### src/rtl/flash_boot_loader_if.sv
// rtl/flash_boot_loader_if.sv - flash read, RAM write and status signals of the boot loader
interface flash_boot_loader_if;
  logic        FLASH_RD_REQ;
  logic [23:0] FLASH_ADDR;
  logic        FLASH_RD_ACK;
  logic [7:0]  FLASH_RDATA;
  logic        RAM_WR_REQ;
  logic [23:0] RAM_ADDR;
  logic [7:0]  RAM_WDATA;
  logic        RAM_WR_ACK;
  logic        BUSY;
  logic        DONE;
  logic [1:0]  REGION;

  modport master (
    output FLASH_RD_REQ, FLASH_ADDR, RAM_WR_REQ, RAM_ADDR, RAM_WDATA, BUSY, DONE, REGION,
    input  FLASH_RD_ACK, FLASH_RDATA, RAM_WR_ACK
  );

  modport slave (
    input  FLASH_RD_REQ, FLASH_ADDR, RAM_WR_REQ, RAM_ADDR, RAM_WDATA, BUSY, DONE, REGION,
    output FLASH_RD_ACK, FLASH_RDATA, RAM_WR_ACK
  );
endinterface

### src/rtl/flash_boot_loader.sv
// rtl/flash_boot_loader.sv - boot-time byte copier from SPI flash regions into PSRAM
module flash_boot_loader #(
  parameter bit          EN_NEXTOR            = 1'b1,
  parameter bit          EN_FM                = 1'b1,
  parameter bit          EN_MEGAROM           = 1'b1,
  parameter logic [23:0] NEXTOR_SIZE          = 24'h020000,
  parameter logic [23:0] FM_SIZE              = 24'h010000,
  parameter logic [23:0] MEGAROM_SIZE         = 24'h200000,
  parameter logic [23:0] FLASH_ADDR_BIOS      = 24'h100000,
  parameter logic [23:0] FLASH_ADDR_BIOS_FM   = FLASH_ADDR_BIOS + 24'h020000,
  parameter logic [23:0] FLASH_ADDR_MEGAROM   = 24'h200000,
  parameter logic [23:0] RAM_ADDR_BIOS_NEXTOR = 24'h7B0000,
  parameter logic [23:0] RAM_ADDR_BIOS_FM     = 24'h7D0000,
  parameter logic [23:0] RAM_ADDR_MEGAROM     = 24'h400000
) (
  input  logic                CLK,
  input  logic                RESET_n,
  input  logic                RESTART,
  flash_boot_loader_if.master bus
);

  localparam logic [2:0] ST_START = 3'd0;
  localparam logic [2:0] ST_SEL   = 3'd1;
  localparam logic [2:0] ST_RD    = 3'd2;
  localparam logic [2:0] ST_WR    = 3'd3;
  localparam logic [2:0] ST_FIN   = 3'd4;

  logic [2:0]  state;
  logic [1:0]  idx;
  logic [23:0] flash_ptr;
  logic [23:0] ram_ptr;
  logic [23:0] remaining;

  logic        sel_en;
  logic [23:0] sel_size;
  logic [23:0] sel_flash;
  logic [23:0] sel_ram;

  // An ack is only honoured while our own request is up.
  logic flash_ack;
  logic ram_ack;
  assign flash_ack = bus.FLASH_RD_ACK && bus.FLASH_RD_REQ;
  assign ram_ack   = bus.RAM_WR_ACK && bus.RAM_WR_REQ;

  always_comb begin
    sel_en    = 1'b0;
    sel_size  = '0;
    sel_flash = '0;
    sel_ram   = '0;
    case (idx)
      2'd0: begin
        sel_en    = EN_NEXTOR;
        sel_size  = NEXTOR_SIZE;
        sel_flash = FLASH_ADDR_BIOS;
        sel_ram   = RAM_ADDR_BIOS_NEXTOR;
      end
      2'd1: begin
        sel_en    = EN_FM;
        sel_size  = FM_SIZE;
        sel_flash = FLASH_ADDR_BIOS_FM;
        sel_ram   = RAM_ADDR_BIOS_FM;
      end
      2'd2: begin
        sel_en    = EN_MEGAROM;
        sel_size  = MEGAROM_SIZE;
        sel_flash = FLASH_ADDR_MEGAROM;
        sel_ram   = RAM_ADDR_MEGAROM;
      end
      default: ;
    endcase
  end

  always_ff @(posedge CLK or negedge RESET_n) begin
    if (!RESET_n) begin
      state            <= ST_START;
      idx              <= 2'd0;
      flash_ptr        <= '0;
      ram_ptr          <= '0;
      remaining        <= '0;
      bus.FLASH_RD_REQ <= 1'b0;
      bus.FLASH_ADDR   <= '0;
      bus.RAM_WR_REQ   <= 1'b0;
      bus.RAM_ADDR     <= '0;
      bus.RAM_WDATA    <= '0;
      bus.BUSY         <= 1'b1;
      bus.DONE         <= 1'b0;
      bus.REGION       <= 2'd3;
    end else begin
      case (state)
        ST_START: begin
          idx   <= 2'd0;
          state <= ST_SEL;
        end
        ST_SEL: begin
          if (idx == 2'd3) begin
            bus.BUSY   <= 1'b0;
            bus.DONE   <= 1'b1;
            bus.REGION <= 2'd3;
            state      <= ST_FIN;
          end else if (!sel_en || sel_size == '0) begin
            idx <= idx + 2'd1;
          end else begin
            flash_ptr        <= sel_flash;
            ram_ptr          <= sel_ram;
            remaining        <= sel_size;
            bus.REGION       <= idx;
            bus.FLASH_RD_REQ <= 1'b1;
            bus.FLASH_ADDR   <= sel_flash;
            state            <= ST_RD;
          end
        end
        ST_RD: begin
          if (flash_ack) begin
            bus.RAM_WDATA    <= bus.FLASH_RDATA;
            bus.FLASH_RD_REQ <= 1'b0;
            bus.RAM_WR_REQ   <= 1'b1;
            bus.RAM_ADDR     <= ram_ptr;
            state            <= ST_WR;
          end
        end
        ST_WR: begin
          if (ram_ack) begin
            bus.RAM_WR_REQ <= 1'b0;
            flash_ptr      <= flash_ptr + 24'd1;
            ram_ptr        <= ram_ptr + 24'd1;
            remaining      <= remaining - 24'd1;
            if (remaining == 24'd1) begin
              idx        <= idx + 2'd1;
              bus.REGION <= 2'd3;
              state      <= ST_SEL;
            end else begin
              // Next read issues straight from the write ack to keep 2 cycles per byte.
              bus.FLASH_RD_REQ <= 1'b1;
              bus.FLASH_ADDR   <= flash_ptr + 24'd1;
              state            <= ST_RD;
            end
          end
        end
        ST_FIN: begin
          if (RESTART) begin
            bus.BUSY <= 1'b1;
            bus.DONE <= 1'b0;
            state    <= ST_START;
          end
        end
        default: state <= ST_START;
      endcase
    end
  end

endmodule

### src/flat_wrapper.sv
// flat-port wrapper written by rule: the top's interface ports become plain ports
module flash_boot_loader_flat 
#(
  parameter bit          EN_NEXTOR            = 1'b1,
  parameter bit          EN_FM                = 1'b1,
  parameter bit          EN_MEGAROM           = 1'b1,
  parameter logic [23:0] NEXTOR_SIZE          = 24'h020000,
  parameter logic [23:0] FM_SIZE              = 24'h010000,
  parameter logic [23:0] MEGAROM_SIZE         = 24'h200000,
  parameter logic [23:0] FLASH_ADDR_BIOS      = 24'h100000,
  parameter logic [23:0] FLASH_ADDR_BIOS_FM   = FLASH_ADDR_BIOS + 24'h020000,
  parameter logic [23:0] FLASH_ADDR_MEGAROM   = 24'h200000,
  parameter logic [23:0] RAM_ADDR_BIOS_NEXTOR = 24'h7B0000,
  parameter logic [23:0] RAM_ADDR_BIOS_FM     = 24'h7D0000,
  parameter logic [23:0] RAM_ADDR_MEGAROM     = 24'h400000
)
  (CLK, RESET_n, RESTART, bus_FLASH_RD_REQ, bus_FLASH_ADDR, bus_RAM_WR_REQ, bus_RAM_ADDR, bus_RAM_WDATA, bus_BUSY, bus_DONE, bus_REGION, bus_FLASH_RD_ACK, bus_FLASH_RDATA, bus_RAM_WR_ACK);
  flash_boot_loader_if bus_i ();
  input  logic CLK;
  input  logic RESET_n;
  input  logic RESTART;
  output wire logic [$bits(bus_i.FLASH_RD_REQ)-1:0] bus_FLASH_RD_REQ;
  output wire logic [$bits(bus_i.FLASH_ADDR)-1:0] bus_FLASH_ADDR;
  output wire logic [$bits(bus_i.RAM_WR_REQ)-1:0] bus_RAM_WR_REQ;
  output wire logic [$bits(bus_i.RAM_ADDR)-1:0] bus_RAM_ADDR;
  output wire logic [$bits(bus_i.RAM_WDATA)-1:0] bus_RAM_WDATA;
  output wire logic [$bits(bus_i.BUSY)-1:0] bus_BUSY;
  output wire logic [$bits(bus_i.DONE)-1:0] bus_DONE;
  output wire logic [$bits(bus_i.REGION)-1:0] bus_REGION;
  input wire logic [$bits(bus_i.FLASH_RD_ACK)-1:0] bus_FLASH_RD_ACK;
  input wire logic [$bits(bus_i.FLASH_RDATA)-1:0] bus_FLASH_RDATA;
  input wire logic [$bits(bus_i.RAM_WR_ACK)-1:0] bus_RAM_WR_ACK;
  assign bus_FLASH_RD_REQ = bus_i.FLASH_RD_REQ;
  assign bus_FLASH_ADDR = bus_i.FLASH_ADDR;
  assign bus_RAM_WR_REQ = bus_i.RAM_WR_REQ;
  assign bus_RAM_ADDR = bus_i.RAM_ADDR;
  assign bus_RAM_WDATA = bus_i.RAM_WDATA;
  assign bus_BUSY = bus_i.BUSY;
  assign bus_DONE = bus_i.DONE;
  assign bus_REGION = bus_i.REGION;
  assign bus_i.FLASH_RD_ACK = bus_FLASH_RD_ACK;
  assign bus_i.FLASH_RDATA = bus_FLASH_RDATA;
  assign bus_i.RAM_WR_ACK = bus_RAM_WR_ACK;
  flash_boot_loader #(.EN_NEXTOR(EN_NEXTOR), .EN_FM(EN_FM), .EN_MEGAROM(EN_MEGAROM), .NEXTOR_SIZE(NEXTOR_SIZE), .FM_SIZE(FM_SIZE), .MEGAROM_SIZE(MEGAROM_SIZE), .FLASH_ADDR_BIOS(FLASH_ADDR_BIOS), .FLASH_ADDR_BIOS_FM(FLASH_ADDR_BIOS_FM), .FLASH_ADDR_MEGAROM(FLASH_ADDR_MEGAROM), .RAM_ADDR_BIOS_NEXTOR(RAM_ADDR_BIOS_NEXTOR), .RAM_ADDR_BIOS_FM(RAM_ADDR_BIOS_FM), .RAM_ADDR_MEGAROM(RAM_ADDR_MEGAROM)) u_core (.CLK(CLK), .RESET_n(RESET_n), .RESTART(RESTART), .bus(bus_i));
endmodule
### config.mk
export PLATFORM = sky130hd
export DESIGN_NAME = flash_boot_loader_flat
export DESIGN_NICKNAME = d
export VERILOG_FILES = /design/src/rtl/flash_boot_loader_if.sv /design/src/rtl/flash_boot_loader.sv /design/src/flat_wrapper.sv
export SDC_FILE = /design/constraint.sdc
export NUM_CORES = 1
export LEC_CHECK = 0
export BUFFER_PORTS_ARGS = -buffer_cell sky130_fd_sc_hd__buf_2
export CORE_ASPECT_RATIO = 0.6
export CORE_MARGIN = 1
export CORE_UTILIZATION = 33
export CTS_CLUSTER_SIZE = 28
export DETAILED_ROUTE_END_ITERATION = 8
export GPL_TIMING_DRIVEN = 0
export PLACE_DENSITY_LB_ADDON = 0.05
export SLEW_MARGIN = 10
export SYNTH_ARGS = -nofsm -noshare
export SYNTH_HDL_FRONTEND = slang
export SYNTH_SLANG_ARGS = --single-unit
### constraint.sdc
create_clock -name CLK -period 4.4 [get_ports CLK]
set_input_delay 0.88 -clock CLK [delete_from_list [all_inputs] [get_ports CLK]]
set_output_delay 0.88 -clock CLK [all_outputs]
set_load 0.01 [all_outputs]
==> impl_metrics.toml <==
[worst_setup_path]
end_kind = "flop"
ff2ff_path_depth = 7
start_kind = "flop"
critPathMostFrequentCell = "clkbuf_1"
worstPathCellList = "ha_1, nor3_1, o21ai_0, clkbuf_1, clkbuf_1, a21oi_1, o22a_1"
worst_path_max_delay_cell = "clkbuf_1"
slowest_delay_ns = 0.63
reg2reg_from = "u_core.idx[0]"
path_max_fanout = 10
crit_arrival_ns = 3.33
ff2ff_setup_slack_ns = 1.39
path_class = "reg -> reg"
cp.required_ns = 4.71
r2r-end = "u_core.ram_ptr[19]"

[synth]
synth_top_area_cell = "dfrtp_1"
syn_avg_cell_area_um2 = 9.689
synth_edf_count = 0
synth_common_cells = "dfrtp_1 (136), nand2_1 (95), o21ai_0 (91), nor2_1 (35), mux2_2 (32)"
ys.warnings.count = 0
synthFlopType = "dfrtp_1"
synth_cell_type_count = 62
synth_seq_cells = 139
synth_nets = 740
async_flop_share_pct = 100.0
synth.area.top_cells = "dfrtp_1 (49%), o21ai_0 (6.6%), mux2_2 (5.2%), nand2_1 (5.1%), o31ai_1 (2.6%)"
synth_top_area_share_pct = 48.99
synth_area_um2 = 6947
ys_seq_area_share_pct = 50.13
synth_cells = 717
synth.most_common_cell = "dfrtp_1"

[clocking]
clock_path_buffers = 2
cts_buffers = 17
root_buffer = "clkbuf_16"
cts_htree_levels = 4
cts_sinks = 139
cts_hold_buf = 0
cts_tree = "yes"
clkTransAtPathRegs_ns = 0.06
cts_resized = 0
post_cts_buffers = 0
clk_latency_ns = 0.43

[detailed_routing]
wl_per_cell_um = 19.43
via_count = 6004
drt-initial-drc-count = 464
ant_nets = 0
wl_um = 21320
dr.pass1.iters = 6
vias_per_cell = 5.473
drc = 0

[sta]
layout_min_cycle_time_ns = 3.013
setup_viol_count_final = 0
timing.fmax_mhz = 331.9
grt_setup_unrepaired = "no"
skew_ns = 0.009805
tightestPinTransition_ns = 1.200
hold_viol = 0
setup_tns_ns = 0
slew_viol_final = 0
fin_crit_sh_pct = 68.48
max_slew_margin_pct = 19.37

[grt]
grt_usage_pct = 20.91
grt_pass1_wl_um = 33930
grt_max_degree = 92
grt_pass1_vias = 5770
grt_antenna_before_repair = 0
grt.overflow.total = 0

[finish]
nFillCells = 2019
drive_gt1_share_pct = 21.12
area_delta_synth_final_pct = 19.76
fin_util_pct = 40.94
n_antenna_cell = 0
nNetsFinal = 834

[floorplan]
die-area_um2 = 21650
coreArea_um2 = 20320
die_w_um = 189.3
start_util_pct = 34.19
fp-row-count = 40
dieHeight_um = 114.4
pin_count = 75

[placement]
place_hpwl_um = 14760
gp_congestion = 0.8221
port_buffers = 74

[pwr]
power.leakage_uw = 0.003770
ir_drop_uv = 263.5
p_per_area_nw_per_um2 = 344.8

[flow_run]
drv_cap = 0

[hold_path]
hp-class = "in -> async"

[status]
status = "complete, no violations"
-- worst max path at each step --
stage | from | to
finish | u_core.idx[0] | u_core.ram_ptr[19]
CTS | u_core.idx[0] | u_core.flash_ptr[18]
floorplan | bus_RAM_WR_ACK | u_core.ram_ptr[19]
detailed placement | bus_RAM_WR_ACK | u_core.flash_ptr[23]
global placement | RESET_n | u_core.bus.RAM_ADDR[6]
global route | u_core.idx[0] | u_core.remaining[18]
-- flip-flops by register name, summed over array words and instances, names as in the netlist, 3 cells and up --
name	cells
u_core.bus.FLASH_ADDR	24
u_core.flash_ptr	24
u_core.bus.RAM_WDATA	8
u_core.state	3
u_core.ram_ptr	24
u_core.bus.RAM_ADDR	24
u_core.remaining	24
-- area by class of cell --
type	count	area (µm²)	share of cell area (%)
Multi-Input combinational cell	513	3188	38.32
Buffer	48	212.7	2.557
Clock buffer	18	429.2	5.159
Tap cell	273	341.6	4.106
Timing Repair Buffer	75	407.9	4.903
Inverter	17	63.81	0.7670
Sequential cell	139	3482	41.86
Clock inverter	14	193.9	2.331
-- placed cells by master, fill, tap and decap left out, types with 24 or more instances in the layout --
master and n:
buf_2 86, o21ai_0 91, o31ai_1 24, mux2_2 32, dfrtp_1 136, nor2_1 35
clkbuf_1 29, nand2_1 95, nand3_1 27, a21oi_1 26
-- worst max-delay path, delay by kind of cell (launching register included) --
kind / cells / cell delay (ns)
adders and majority gates: 1 / 0.31
AOI/OAI and AO/OA: 3 / 0.85
buffers and inverters: 2 / 1.17
and+or+nand+nor: 1 / 0.10
DFF: 1 / 0.45
-- kinds of logic (layout without fill, tap and decap cells) --
logic type	after synthesis	after routing	share of synthesized area (%)
multiplexers	34	34	5.476
AO/OA/AOI/OAI	207	207	18.35
adder cells (fa/ha/maj)	10	10	1.801
AND/OR/NAND/NOR	242	242	17.74
buffers and inverters	65	172	3.980
flip-flops	139	139	50.13
XOR/XNOR	20	20	2.522
-- metal layers --
layer,part of all wire [%],wire [µm],track usage (%)
met1,52,11040,32.18
met2,41,8659,28.73
met3,6.6,1416,4.750
met4,0.93,199,5.968
met5,0,0,0
-- per-stage QoR --
step	cells	total power (µW)	hold slack [ns]	worst slack (ns)	instance area [µm²]
after floorplan	717	1302	0.4305	2.024	6947
after global placement	1064	1334	0.4600	0.3310	7659
after detailed placement	1065	1339	0.4628	0.9842	7696
after CTS	1097	2898	0.3572	1.356	8319
after global routing	1097	2958	0.3678	1.169	8319
final	1097	2869	0.3503	1.387	8319
-- where the power goes --
group / internal (µW) / switching (µW) / total [µW] / leakage [µW]
registers: 1280 / 0 / 1280 / 0.00187
clock network: 950 / 605 / 1560 / 0.000289
logic: 7.33 / 27.8 / 35.1 / 0.00161
total: 2240 / 633 / 2870 / 0.00377
Note: power is estimated with default switching activity, not from simulation.
